**src/rtl/memory_pkg.sv**
```systemverilog
// Shared constants and helpers for the team's memory blocks: read-during-write
// mode encodings, default byte count, byte-mask merge and per-byte even parity.
package memory_pkg;

    localparam int READ_FIRST  = 0;
    localparam int WRITE_FIRST = 1;

    localparam int DEFAULT_DATA_WIDTH = 32;
    localparam int BYTES              = DEFAULT_DATA_WIDTH / 8;

    typedef logic [DEFAULT_DATA_WIDTH-1:0] word_t;
    typedef logic [BYTES-1:0]              byte_mask_t;

    function automatic word_t byte_merge(input word_t new_word, input word_t old_word,
                                         input byte_mask_t mask);
        word_t result;
        result = old_word;
        for (int unsigned i = 0; i < BYTES; i++) begin
            if (mask[i]) begin
                result[8*i +: 8] = new_word[8*i +: 8];
            end
        end
        return result;
    endfunction

    // Stored bit that makes the byte plus parity bit hold an even number of ones.
    function automatic logic even_parity(input logic [7:0] data_byte);
        return ^data_byte;
    endfunction

endpackage

```
**src/rtl/ram_byte_merge.sv**
```systemverilog
// Combinational byte-mask merge: enabled bytes from new_word, others from old_word.
module ram_byte_merge
    import memory_pkg::*;
#(
    parameter int DATA_WIDTH = DEFAULT_DATA_WIDTH
) (
    input  logic [DATA_WIDTH-1:0]   new_word,
    input  logic [DATA_WIDTH-1:0]   old_word,
    input  logic [DATA_WIDTH/8-1:0] byte_enable,
    output logic [DATA_WIDTH-1:0]   merged_word
);

    always_comb begin
        merged_word = old_word;
        for (int unsigned i = 0; i < DATA_WIDTH / 8; i++) begin
            if (byte_enable[i]) begin
                merged_word[8*i +: 8] = new_word[8*i +: 8];
            end
        end
    end

endmodule

```
**src/rtl/dual_port_ram_be.sv**
```systemverilog
// Single-clock 1W/1R RAM with byte enables, sticky range-error flags and a
// selectable read-during-write mode. Define DUAL_PORT_RAM_PARITY_EN for per-byte parity.
module dual_port_ram_be
    import memory_pkg::*;
#(
    parameter int DATA_WIDTH = 32,
    parameter int ADDR_WIDTH = 4,
    parameter int DEPTH      = 16,
    parameter int READ_MODE  = READ_FIRST
) (
    input  logic                    clk,
    input  logic                    reset,
    input  logic [DATA_WIDTH-1:0]   write_data,
    input  logic [ADDR_WIDTH-1:0]   write_addr,
    input  logic                    write_enable,
    input  logic [DATA_WIDTH/8-1:0] byte_enable,
    input  logic [ADDR_WIDTH-1:0]   read_addr,
    input  logic                    read_enable,
    output logic [DATA_WIDTH-1:0]   read_data,
    output logic                    read_valid,
    output logic                    collision,
    input  logic                    error_clear,
    output logic                    error_write_addr,
    output logic                    error_read_addr
`ifdef DUAL_PORT_RAM_PARITY_EN
    ,
    output logic                    parity_error
`endif
);

    localparam int NB = DATA_WIDTH / 8;
    localparam logic [ADDR_WIDTH:0] DEPTH_LIM = (ADDR_WIDTH + 1)'(DEPTH);

    logic [DATA_WIDTH-1:0] mem [DEPTH];

    logic                  wr_in_range, rd_in_range;
    logic                  wr_ok, rd_ok, same_addr;
    logic                  wr_err, rd_err;
    logic [DATA_WIDTH-1:0] wr_old_word, wr_merged, rd_word;

    assign wr_in_range = ({1'b0, write_addr} < DEPTH_LIM);
    assign rd_in_range = ({1'b0, read_addr} < DEPTH_LIM);
    assign wr_ok       = write_enable && wr_in_range;
    assign rd_ok       = read_enable && rd_in_range;
    assign wr_err      = write_enable && !wr_in_range;
    assign rd_err      = read_enable && !rd_in_range;
    assign same_addr   = wr_ok && rd_ok && (write_addr == read_addr);
    assign wr_old_word = mem[write_addr];

    // On a same-address hit the write's old word is also the read's old word,
    // so one merge instance serves both the write path and the bypass.
    ram_byte_merge #(
        .DATA_WIDTH (DATA_WIDTH)
    ) u_merge (
        .new_word    (write_data),
        .old_word    (wr_old_word),
        .byte_enable (byte_enable),
        .merged_word (wr_merged)
    );

    always_comb begin
        rd_word = mem[read_addr];
        if (READ_MODE == WRITE_FIRST && same_addr) begin
            rd_word = wr_merged;
        end
    end

    always_ff @(posedge clk) begin
        if (!reset && wr_ok) begin
            mem[write_addr] <= wr_merged;
        end
    end

`ifdef DUAL_PORT_RAM_PARITY_EN
    logic [NB-1:0] par_mem [DEPTH];
    logic [NB-1:0] wr_par, rd_par;
    logic          par_bad;

    always_comb begin
        wr_par = par_mem[write_addr];
        for (int unsigned i = 0; i < NB; i++) begin
            if (byte_enable[i]) begin
                wr_par[i] = even_parity(write_data[8*i +: 8]);
            end
        end
    end

    always_comb begin
        rd_par = par_mem[read_addr];
        if (READ_MODE == WRITE_FIRST && same_addr) begin
            rd_par = wr_par;
        end
        par_bad = 1'b0;
        for (int unsigned i = 0; i < NB; i++) begin
            par_bad = par_bad | (even_parity(rd_word[8*i +: 8]) ^ rd_par[i]);
        end
    end

    always_ff @(posedge clk) begin
        if (!reset && wr_ok) begin
            par_mem[write_addr] <= wr_par;
        end
    end

    always_ff @(posedge clk) begin
        if (reset) begin
            parity_error <= 1'b0;
        end else begin
            parity_error <= rd_ok && par_bad;
        end
    end
`endif

    always_ff @(posedge clk) begin
        if (reset) begin
            read_data        <= '0;
            read_valid       <= 1'b0;
            collision        <= 1'b0;
            error_write_addr <= 1'b0;
            error_read_addr  <= 1'b0;
        end else begin
            if (rd_ok) begin
                read_data <= rd_word;
            end
            read_valid       <= rd_ok;
            collision        <= same_addr;
            // A new error in the clearing cycle keeps the flag set.
            error_write_addr <= wr_err || (error_write_addr && !error_clear);
            error_read_addr  <= rd_err || (error_read_addr && !error_clear);
        end
    end

endmodule

```
**config.mk**
```make
export PLATFORM = sky130hd
export DESIGN_NAME = dual_port_ram_be
export DESIGN_NICKNAME = d
export VERILOG_FILES = /design/src/rtl/memory_pkg.sv /design/src/rtl/ram_byte_merge.sv /design/src/rtl/dual_port_ram_be.sv
export SDC_FILE = /design/constraint.sdc
export NUM_CORES = 1
export LEC_CHECK = 0
export CELL_PAD_IN_SITES_DETAIL_PLACEMENT = 0
export CELL_PAD_IN_SITES_GLOBAL_PLACEMENT = 1
export CORE_ASPECT_RATIO = 1.75
export CORE_MARGIN = 2
export CORE_UTILIZATION = 40
export DETAILED_ROUTE_END_ITERATION = 10
export GPL_TIMING_DRIVEN = 0
export PLACE_DENSITY_LB_ADDON = 0.2
export SETUP_SLACK_MARGIN = 0.15
export SYNTH_ARGS = -nofsm -noshare
export SYNTH_HDL_FRONTEND = slang
export SYNTH_SLANG_ARGS = --single-unit
```
**constraint.sdc**
```tcl
create_clock -name clk -period 3.3 [get_ports clk]
set_clock_uncertainty 0.2 [all_clocks]
set_input_delay 0.66 -clock clk [delete_from_list [all_inputs] [get_ports clk]]
set_output_delay 0.66 -clock clk [all_outputs]
set_load 0.005 [all_outputs]
```
## Word-level counts from Yosys, hierarchy flattened

Memories as Yosys holds them, arrays and structs flattened. A register that Yosys moved wholly into a read port is not among the register bits.
Cells that the tools add are included.

| operators by class | value |
|---|---|
| reductions and logical operators | 11 |
| muxes and demuxes | 6 |
| eq/ne operators | 5 |

Operator list:

| cell | count |
|---|---|
| 8-bit 2-to-1 mux | 4 |
| 2-bit AND reduction | 4 |
| 1-bit logical AND | 5 |
| 4-bit equality test | 1 |
| 1-bit inequality test (second input constant) | 4 |
| 1-bit zero test | 2 |
| 1-bit 2-to-1 mux | 2 |

| word-level totals | value |
|---|---|
| bits of input ports | 49 |
| memories kept | 1 |
| bits in registers | 4 |
| bits in writable memories | 512 |
| logic and storage cells | 27 |
| output and inout port bits | 36 |

Memories:

| memory | words | bits a word | read ports | clocked after Yosys merged registers in | wr ports | line | source |
|---|---|---|---|---|---|---|---|
| mem | 16 | 32 | 1 | 1 | 1 | dual_port_ram_be.sv:34 | `logic [DATA_WIDTH-1:0] mem [DEPTH];` |

## Logic depth before layout (Yosys ltp)

| depth | value |
|---|---|
| word-level depth | 5 |
| gate-level depth with buffers | 7 |
| mapped depth without buffers | 4 |

## By module

Synthesis repeated with hierarchy kept, for this count alone.

| unflattened totals | value |
|---|---|
| cells, all modules | 1465 |
| area, all modules | 25146.6 µm² |

By module, submodules not included:

| module | seq. area each (µm²) | area each (µm²) | instances | cells each |
|---|---|---|---|---|
| dual_port_ram_be | 16095.4 | 24621.1 | 1 | 1429 |
| ram_byte_merge | 0.0 | 525.5 | 1 | 36 |

## Worst setup path after synthesis

No wires, ideal clock.

| path | value |
|---|---|
| path kind | input to register |
| from | in write_addr[0] |
| to | mem mem[13][0] (enable) |
| path buffers | 1 |
| path slack | 1025 ps |
| setup time | 370 ps |
| stages | 4 |
| data arrival time | 1705 ps |
| data required time | 2730 ps |
| path through | clkbuf_1 nor2b_1 nand3_1 nor2_1 |

RTL lines:

| element | line | source |
|---|---|---|
| start: declaration | dual_port_ram_be.sv:14 | `input logic [ADDR_WIDTH-1:0] write_addr,` |
| end: declaration | dual_port_ram_be.sv:34 |  |

Straight into the memory's write port.

## Worst setup path in the final report

| path | value |
|---|---|
| from | in reset |
| to | mem mem[10][30] (enable) |

| on the way | value |
|---|---|
| word-level cells in the longest chain between the ends | 5 |

RTL lines:

| element | line | source |
|---|---|---|
| start: declaration | dual_port_ram_be.sv:12 | `input logic reset,` |
| 1-bit zero test | dual_port_ram_be.sv:69 | `if (!reset && wr_ok) begin` |
| 1-bit logical AND | dual_port_ram_be.sv:69 |  |
| 1-bit 2-to-1 mux | dual_port_ram_be.sv:69 |  |
| 1-bit 2-to-1 mux (not written as such) | dual_port_ram_be.sv:70 | `mem[write_addr] <= wr_merged;` |
| 2-bit AND reduction (no source line) | - |  |

No other way between the ends.

==> flow_summary.toml <==
[route]
post_drt_wl_per_cell_um = 24.86
totalWireLength_um = 53600
drc = 0
firstDrtPassIters = 5
viasPerCell = 5.277
drt_iter0_drc = 930
vias = 11377
ant_nets = 0

[power]
ir_drop_mv = 0.3705
p_total_mw = 14.23
power_density_mw_per_mm2 = 574.3
p_leak_nw = 8.565

[clock_tree]
cts_tree = "yes"
clkTransAtPathRegs_ns = 0.06
htreeDepth = 2
post_cts_buffers = 0
cts_hold_buf = 0
cts_resized = 0
cts_buffer_depth = 3
clock_latency_ns = 0.56
cts_sinks = 548
root_buffer = "clkbuf_16"
cts_buffers = 48

[synth]
synthTopCellsByCount = "edfxtp_1 (512), mux2i_1 (256), nand2_1 (109)"
yosysSeqAreaShare = 0.7472
async_flop_share = 0
synthTopCellsByArea = "edfxtp_1 (71%), mux2i_1 (12%), dfxtp_1 (3.3%)"
ys_seq_elements = 548
synth_cells = 1305
syn_area_mm2 = 0.02154
synth.net_count = 1354
yosys_warnings = 0
synth_cell_types = 29
synth_top_area_frac = 0.7138
ys.flop_type = "edfxtp_1"
synth_top_cell_by_area = "edfxtp_1"
synth.most_common_cell = "edfxtp_1"
synth_area_per_cell_um2 = 16.51
synth_edf_count = 512

[min_path]
min-delay-start = "read_data[30]"
min_path_type = "flop to flop"

[global_route]
grt_pass1_vias = 11936
grt_overflow_total = 0
grt_antenna_before_repair = 1
grt_pass1_wl_um = 78210
grt_usage = 0.1905
grt_max_degree = 17

[final_layout]
final_cells = 2156
fillers = 4612
final_cell_area_mm2 = 0.02479
seq_area_mm2 = 0.01610
area.growth.synth_to_final_pct = 15.07
multi_input_area_mm2 = 0.004797
drive_above_1_share = 0.1135
final_nets = 1483

[floorplanning]
rows = 112
ios = 85
coreArea_mm2 = 0.05325
die_area_mm2 = 0.05580
die_h_um = 311.0
die_w_um = 179.4
initial_core_util = 0.4045

[setup_path]
crit_chain = "clkdlybuf4s50_1 > and2b_1 > nand2_1 > buf_2 > nor2_1"
crit_start = "reset"
cp_top_family = "simple AND/OR/NAND/NOR gates"
critPathLaunchType = "input pin"
crit_path_end_kind = "flop"
crit_path_top_delay_cell = "nor2_1"
crit_path_max_incr_delay_ns = 0.88
path_max_fanout = 10
cp.arrival_ns = 2.91
required_ns = 3.27
path_class = "input pin to flop"
r2r-start = "mem[15][28]"
path_buf_inv = 2

[sta]
holdWs_ns = 0.2602
relSlewSlack = 0.1839
final-max-slew-violation-count = 0
setup_tns_ns = 0
min_period_ns = 2.942
tightest_slew_ns = 1.220
rsz0062_at_grt = "no"
setup_viol = 0
hold_viol = 0
max_freq_mhz = 339.9
fin_crit_sh = 0.8915

[status]
status = "finished, final reports clean"

[place]
dpl.hpwl_um = 36480
port_buffers = 79
place_congestion = 0.7805
place_inst = 2068
place_area_mm2 = 0.02319

[job]
maxCapViolCount = 0
[cells by family (layout without fill, tap and decap cells)]
logic type	count (synthesis)	count (layout)	share of synthesized area
xor+xnor	4	4	0.001627
simple gates	295	295	0.05971
compound gates	128	128	0.04240
flops	548	548	0.7472
other cells	0	1	0
buf+inv	74	240	0.03009
mux	256	256	0.1190
[state kept, by name, summed over array words and instances, names as in the netlist]
| register | cells |
|---|---|
| error_write_addr | 1 |
| error_read_addr | 1 |
| collision | 1 |
| read_data | 32 |
| read_valid | 1 |
| mem | 512 |
[path summary, 6_finish.rpt]
path | end | slack, ns | depth (start not counted)
setup / recovery | mem[10][30] | 0.36 | 5
hold / removal | read_data[30] | 0.26 | 2
setup reg to reg | read_data[28] | 2.03 | 4
hold reg to reg | read_data[30] | 0.26 | 2
[report_power, final]
| group | internal (mW) | switching, mW | leakage [nW] | total, mW |
|---|---|---|---|---|
| registers | 7.67 | 0.0314 | 4.90 | 7.70 |
| logic | 0.322 | 0.501 | 2.88 | 0.823 |
| clock network | 3.29 | 2.43 | 0.781 | 5.71 |
[worst reg2reg max path, stage by stage, from the launching register on]
cell and delay (ns):
edfxtp_1 0.33, mux2i_1 0.07, a22oi_1 0.29, nand3_1 0.20, nand3_1 0.12
[area by class of cell]
type                    instances  share of cell area
clock inverters                21            0.009137
diodes                          1           0.0001010
flip-flops and latches        548              0.6494
repair buffers                 79             0.03190
multi-input cells             683              0.1935
plain buffers                  74             0.02615
well taps                     684             0.03453
clock buffers                  66             0.05527
[stage by stage]
| stage | util | setup slack [ns] |
|---|---|---|
| 2_1_floorplan | - | 1.025 |
| 3_3_place_gp | 0.4354 | -0.2836 |
| 3_5_place_dp | 0.4354 | -0.3150 |
| 4_1_cts | 0.4654 | 0.2784 |
| 5_1_grt | 0.4654 | 0.2566 |
| 6_report | 0.4655 | 0.3580 |
[routing by layer]
layer,GRT usage,wire [µm]
met5,0,11
met2,0.3602,29330
met4,0.06911,1741
met1,0.2192,20680
met3,0.02200,1833
[placed cells by master, fill, tap and decap left out, types with 6 or more instances in the layout]
cell type	n
buf_4	7
clkbuf_16	49
buf_2	19
mux2i_1	256
clkbuf_1	16
nand3_1	103
clkdlybuf4s50_1	79
nand2_1	109
edfxtp_1	512
a22oi_1	64
dfxtp_1	36
clkinv_1	7
buf_6	21
clkbuf_8	13
clkinv_2	7
buf_8	7
nor2b_1	6
a21oi_1	34
nor2_1	67
a21oi_2	30
No activity file was read; power rests on OpenSTA's default activity.
